`src/rtl/counter_pkg.sv`:
```
// Shared constants and helpers for the parametrised up/down counter family.
// Direction and mode encodings match the up_dn / sat_mode port polarities.
package counter_pkg;

  localparam logic DIR_UP    = 1'b1;
  localparam logic DIR_DOWN  = 1'b0;
  localparam logic MODE_WRAP = 1'b0;
  localparam logic MODE_SAT  = 1'b1;

  // Operands are carried at the widest legal counter width plus one bit.
  localparam int CLAMP_W = 33;

  function automatic logic [CLAMP_W-1:0] clamp_load(input logic [CLAMP_W-1:0] val,
                                                    input logic [CLAMP_W-1:0] max_val);
    return (val > max_val) ? max_val : val;
  endfunction

endpackage

```
`src/rtl/updown_counter.sv`:
```
// Parametrised up/down counter with load, wrap/saturate limit handling,
// combinational terminal-count carry and registered wrap/overflow status.
module updown_counter
  import counter_pkg::*;
#(
  parameter int               WIDTH    = 4,
  parameter logic [WIDTH:0]   MAX_VAL  = {1'b0, {WIDTH{1'b1}}},
  parameter logic [WIDTH:0]   INIT_VAL = '0
) (
  input  logic             clk,
  input  logic             reset,
  input  logic             en,
  input  logic             up_dn,
  input  logic             load,
  input  logic [WIDTH-1:0] load_val,
  input  logic             sat_mode,
  input  logic             clr_ovf,
  output logic [WIDTH-1:0] out,
  output logic             tc,
  output logic             wrap_pulse,
  output logic             ovf
);

  logic [WIDTH-1:0] out_q, out_d;
  logic             wrap_q, wrap_d;
  logic             ovf_q, ovf_d;

  logic [WIDTH:0]   cnt_ext;
  logic             at_max;
  logic             at_zero;
  logic             limit_evt;

  assign cnt_ext = {1'b0, out_q};
  assign at_max  = (cnt_ext == MAX_VAL);
  assign at_zero = (cnt_ext == '0);

  // Carry for cascading: suppressed whenever this edge will not count.
  assign tc = reset & ~load & en & ((up_dn == DIR_UP) ? at_max : at_zero);

  always_comb begin
    out_d     = out_q;
    limit_evt = 1'b0;
    if (load) begin
      out_d = WIDTH'(clamp_load(CLAMP_W'(load_val), CLAMP_W'(MAX_VAL)));
    end else if (en) begin
      if (up_dn == DIR_UP) begin
        if (at_max) begin
          limit_evt = 1'b1;
          out_d     = (sat_mode == MODE_SAT) ? out_q : '0;
        end else begin
          out_d = WIDTH'(cnt_ext + (WIDTH+1)'(1));
        end
      end else begin
        if (at_zero) begin
          limit_evt = 1'b1;
          out_d     = (sat_mode == MODE_SAT) ? out_q : WIDTH'(MAX_VAL);
        end else begin
          out_d = WIDTH'(cnt_ext - (WIDTH+1)'(1));
        end
      end
    end
  end

  assign wrap_d = limit_evt;
  // A limit event on the same edge as a clear leaves the flag set.
  assign ovf_d  = limit_evt | (ovf_q & ~clr_ovf);

  always_ff @(posedge clk) begin
    if (!reset) begin
      out_q  <= WIDTH'(INIT_VAL);
      wrap_q <= 1'b0;
      ovf_q  <= 1'b0;
    end else begin
      out_q  <= out_d;
      wrap_q <= wrap_d;
      ovf_q  <= ovf_d;
    end
  end

  assign out        = out_q;
  assign wrap_pulse = wrap_q;
  assign ovf        = ovf_q;

endmodule

```
`config.mk`:
```
export PLATFORM = sky130hd
export DESIGN_NAME = updown_counter
export DESIGN_NICKNAME = d
export VERILOG_FILES = /design/src/rtl/counter_pkg.sv /design/src/rtl/updown_counter.sv
export SDC_FILE = /design/constraint.sdc
export NUM_CORES = 1
export LEC_CHECK = 0
export CAP_MARGIN = 20
export CORE_AREA = 2 2 39 41
export CTS_CLUSTER_DIAMETER = 200
export DETAILED_ROUTE_END_ITERATION = 8
export DIE_AREA = 0 0 41 43
export GPL_TIMING_DRIVEN = 1
export PLACE_DENSITY_LB_ADDON = 0.1
export SYNTH_ARGS = -nofsm -noshare
export SYNTH_HDL_FRONTEND = slang
export SYNTH_SLANG_ARGS = --single-unit
```
`constraint.sdc`:
```
create_clock -name clk -period 2.7 [get_ports clk]
set_input_delay 0.54 -clock clk [delete_from_list [all_inputs] [get_ports clk]]
set_output_delay 0.54 -clock clk [all_outputs]
set_load 0.03 [all_outputs]
```
# Yosys cells after proc, flatten, opt, wreduce, memory -nomap -nowiden
# Index checks and enable logic that the tools add are counted.
dict set report classes {
  add_sub_neg 2
  eq_ne 3
  muxes 13
  bitwise 7
  n_reduce_logical 3
}
# cell n
set ops {}
lappend ops {{$mux 4} 7}
lappend ops {{$ne 4x4->1 const B} 2}
lappend ops {{$mux 1} 6}
lappend ops {{$logic_not 5->1} 1}
lappend ops {{$add 4x1->4 const B} 1}
lappend ops {{$and 1x1->1} 4}
lappend ops {{$eq 4x4->1 const B} 1}
lappend ops {{$sub 4x1->4 const B} 1}
lappend ops {{$reduce_and 3->1} 1}
lappend ops {{$not 1->1} 2}
lappend ops {{$reduce_bool 2->1} 1}
lappend ops {{$or 1x1->1} 1}
dict set report totals {
  register_bits 6
  input_bits 11
  word_cells 31
}

# Logic depth before layout (Yosys ltp)
dict set report depth {
  ltp_word 6
  ltp_mapped 6
  depth_no_buf 6
}

# Least setup slack after synthesis
# No wires, ideal clock.
dict set report synth_path {
  path_kind {register to output}
  start {register out_q[0] (netlist: out[0])}
  end {output tc}
  t_arrival_ns 1.592
  required_time_ns 2.160
  slack_ns 0.568
  path_stages_with_launch 5
  cell_sequence {dfxtp_1 ha_1 and4_4 nor2_1 nor2_1}
}
dict set report synth_between {
  elab_chain_len 3
}
# item line_no
set synth_lines {}
lappend synth_lines {{start, declared} updown_counter.sv:24} ;# logic [WIDTH-1:0] out_q, out_d;
lappend synth_lines {{start signal, assigned} updown_counter.sv:70} ;# out_q <= WIDTH'(INIT_VAL);
lappend synth_lines {{start signal, assigned} updown_counter.sv:74} ;# out_q <= out_d;
lappend synth_lines {{$eq 4x4->1 or $logic_not 5->1 (tied branches)} {updown_counter.sv:34, updown_counter.sv:35}}
lappend synth_lines {{$mux 1 *} updown_counter.sv:38} ;# assign tc = reset & ~load & en & ((up_dn == DIR_UP) ? at_max : at_zero);
lappend synth_lines {{$and 1x1->1 *} updown_counter.sv:38}
lappend synth_lines {{end, declared} updown_counter.sv:19} ;# output logic tc,
# Mark *: on every way between the ends. The rest lies on a longest branch, timed or not.

# Final worst setup path
dict set report layout_path {
  start {input up_dn}
  end {output tc}
}
dict set report layout_between {
  elab_chain_len 2
}
# item line_no
set layout_lines {}
lappend layout_lines {{start, declared} updown_counter.sv:13} ;# input logic up_dn,
lappend layout_lines {{$mux 1} updown_counter.sv:38}
lappend layout_lines {{$and 1x1->1} updown_counter.sv:38}
# No other way between the ends.

==> impl_metrics.json <==
{
  "status": "complete, no violations",
  "muxShareOfSynthArea": 0.04427,
  "cts_max_path_buffers": 2,
  "initial_utilization": 0.3472,
  "synth_area_per_cell_um2": 8.897,
  "yosysSeqAreaShare": 0.2500,
  "worstPathArrival_ps": 1740,
  "fp.dieW_um": 41,
  "holdPathEnd": "ovf",
  "synthSimpleGateAreaFrac": 0.2656,
  "synth_top_area_share": 0.2500,
  "critPathTopFamily": "buffers and inverters",
  "routed_via_density": 5.359,
  "port_buffers": 17,
  "cap_violations": 0,
  "num_rows": 14,
  "drt_iter0_drc": 4,
  "r2r_slack_ps": 970,
  "synth_ff_type": "dfxtp_1",
  "grt_pass1_vias": 454,
  "drive_gt1_frac": 0.1842,
  "hpwl_um": 947.9,
  "hold_path_class": "reg -> reg",
  "critPathBufInv": 2,
  "clk_pin_slew_ps": 50,
  "critPathSlowestCell": "clkdlybuf4s50_1",
  "drc": 0,
  "die_h_um": 43,
  "nFillCells": 156,
  "clk_latency_ps": 250,
  "crit_path_start_kind": "input port",
  "synth_fa_ha_area_frac": 0.05208,
  "io_pins": 18,
  "synth_area_leader_cell": "dfxtp_1",
  "diodes": 0,
  "worstHoldStart": "ovf",
  "ant_nets": 0,
  "grt-ovfl-total": 0,
  "p_leak_nw": 0.2687,
  "hold_slack_ps": 500.7,
  "ys_types": 32,
  "clock-sinks": 6,
  "rr_startpoint": "out[0]",
  "drt-pass1-iter-count": 3,
  "antenna_found_initial": 0,
  "worstPathCellList": "clkdlybuf4s50_1 -> nor4b_4 -> nor2_1 -> nor2_1 -> buf_4",
  "total_power_mw": 0.2975,
  "synth_edf_count": 0,
  "setup_viol": 0,
  "powerDensity_nw_per_um2": 417.9,
  "gp_congestion": 0.7481,
  "synthArstFlopShare": 0,
  "hold_buffers": 0,
  "synthXorXnorAreaFrac": 0.01823,
  "grt_pass1_wl_um": 2014,
  "syn_nets": 67,
  "area_growth_pct": 48.18,
  "crit_path_end_kind": "output port",
  "post_cts_resize_count": 0,
  "cp_max_fo": 3,
  "dp_cells": 89,
  "syn_inst": 54,
  "critPathRequiredTime_ps": 2160,
  "worstSetupPathType": "in -> out",
  "yosysWarnings": 0,
  "finalHoldViolations": 0,
  "synth_area_leaders": "dfxtp_1 25%, a2111oi_4 5.7%, ha_1 5.2%, nor4b_4 4.9%, nand3_1 4.2%",
  "r2r_end": "out[1]",
  "synth_top_family_by_area": "compound AO/OA/AOI/OAI gates",
  "grt_max_degree": 10,
  "final_max_slew_viol_count": 0,
  "synth-compound-area-share": 0.3203,
  "wl_per_cell_um": 12.91,
  "synthesis.area_um2": 480.5,
  "vias": 493,
  "grt.total_usage": 0.1720,
  "regArea_um2": 120.1,
  "drt_wl_total_um": 1188,
  "core_area_um2": 1384,
  "nNetsFinal": 91,
  "finalCritPeriodShare": 0.8429,
  "worst_pin_slew_ps": 336.9,
  "relSlewSlack": 0.7751,
  "fin_crit_ps": 2276,
  "finClkSkew_ps": 5.701,
  "cts_setup_buffers": 0,
  "yosys_register_bits": 6,
  "rr_worst_depth": 6,
  "root_buffer": "clkbuf_4",
  "crit_path_frequent_cell": "nor2_1",
  "finalNonFillerCells": 92,
  "cts_tree": "built",
  "ir_drop_uv": 214.9,
  "htreeDepth": 1,
  "rsz0062_at_grt": "no",
  "multi_input_area_um2": 336.6,
  "whs_path_depth": 2,
  "cpPeakStageDelay_ps": 490,
  "fp.dieArea_um2": 1763,
  "cts_buffers": 3,
  "finalSetupTns_ps": 0,
  "fmaxAchievable_mhz": 439.4
}
[registers in the layout (all words and copies together), names as in the netlist]
signal / flops
out: 4
wrap_pulse: 1
ovf: 1
[cell usage in the layout (no fill, tap or decap), types with 2 or more instances in the layout]
cell	count
clkdlybuf4s50_1	16
dfxtp_1	6
nor2_1	5
buf_4	5
inv_1	4
nand3_1	4
a21oi_1	3
o21ai_0	3
clkbuf_4	3
nand4_1	2
nor3_1	2
ha_1	2
[stage by stage]
step | util | instance area [um^2] | setup WS [ps]
floorplan | - | 480.5 | 568.0
global placement | 0.4982 | 689.4 | 434.5
detailed placement | 0.4982 | 689.4 | 425.1
CTS | 0.5145 | 711.9 | 414.0
global route | 0.5145 | 711.9 | 326.0
finish | 0.5145 | 711.9 | 424.2
[metal layers]
metal | global-route usage | vias up | share of wire
met2 | 0.2281 | 14 | 0.45
met3 | 0.03665 | 4 | 0.044
li1 | - | 252 | -
met5 | 0 | - | 0
met1 | 0.2362 | 223 | 0.48
met4 | 0.1200 | 0 | 0.019
[synthesized netlist by cell type, drive strengths merged, types with 2 or more instances]
cell / count
nor2: 5
nor3: 2
o21ai: 4
a21oi: 3
nand4: 2
ha: 2
inv: 4
nand3: 4
dfxtp: 6
[final cells by class]
cell class,instances,area share
clock buffers,3,0.03163
repair buffers,21,0.2777
multi-input cells,42,0.4728
flip-flops and latches,6,0.1687
inverters,4,0.02109
well taps,16,0.02812
[cell families (layout without fill, tap and decap cells)]
| kind of cell | Yosys count | count (layout) |
|---|---|---|
| adder cells (fa/ha/maj) | 2 | 2 |
| buffers and inverters | 6 | 28 |
| AND/OR/NAND/NOR | 20 | 20 |
| AO/OA/AOI/OAI | 17 | 17 |
| XOR/XNOR | 1 | 1 |
| multiplexers | 2 | 2 |
| flip-flops | 6 | 6 |
[power by group]
group          internal, mW  switching, mW  leakage, nW
clock network        0.0505         0.0350       0.0138
logic                0.0535         0.0498        0.205
registers            0.0953         0.0135       0.0494
[worst register-to-register path: stages (launching register included)]
cell and delay (ps):
dfxtp_1 480, inv_1 110, ha_1 240, nor4b_4 150, o21ai_4 260, a2111oi_4 110
a311o_1 270
[worst max path at each step]
stage,start,end,slack (ps),depth (start not counted)
finish,up_dn,tc,420,5
global route,up_dn,tc,330,5
CTS,up_dn,tc,410,5
detailed placement,up_dn,tc,430,5
global placement,up_dn,tc,430,5
floorplan,out[0],tc,570,4
(Power assumes the default switching activity.)
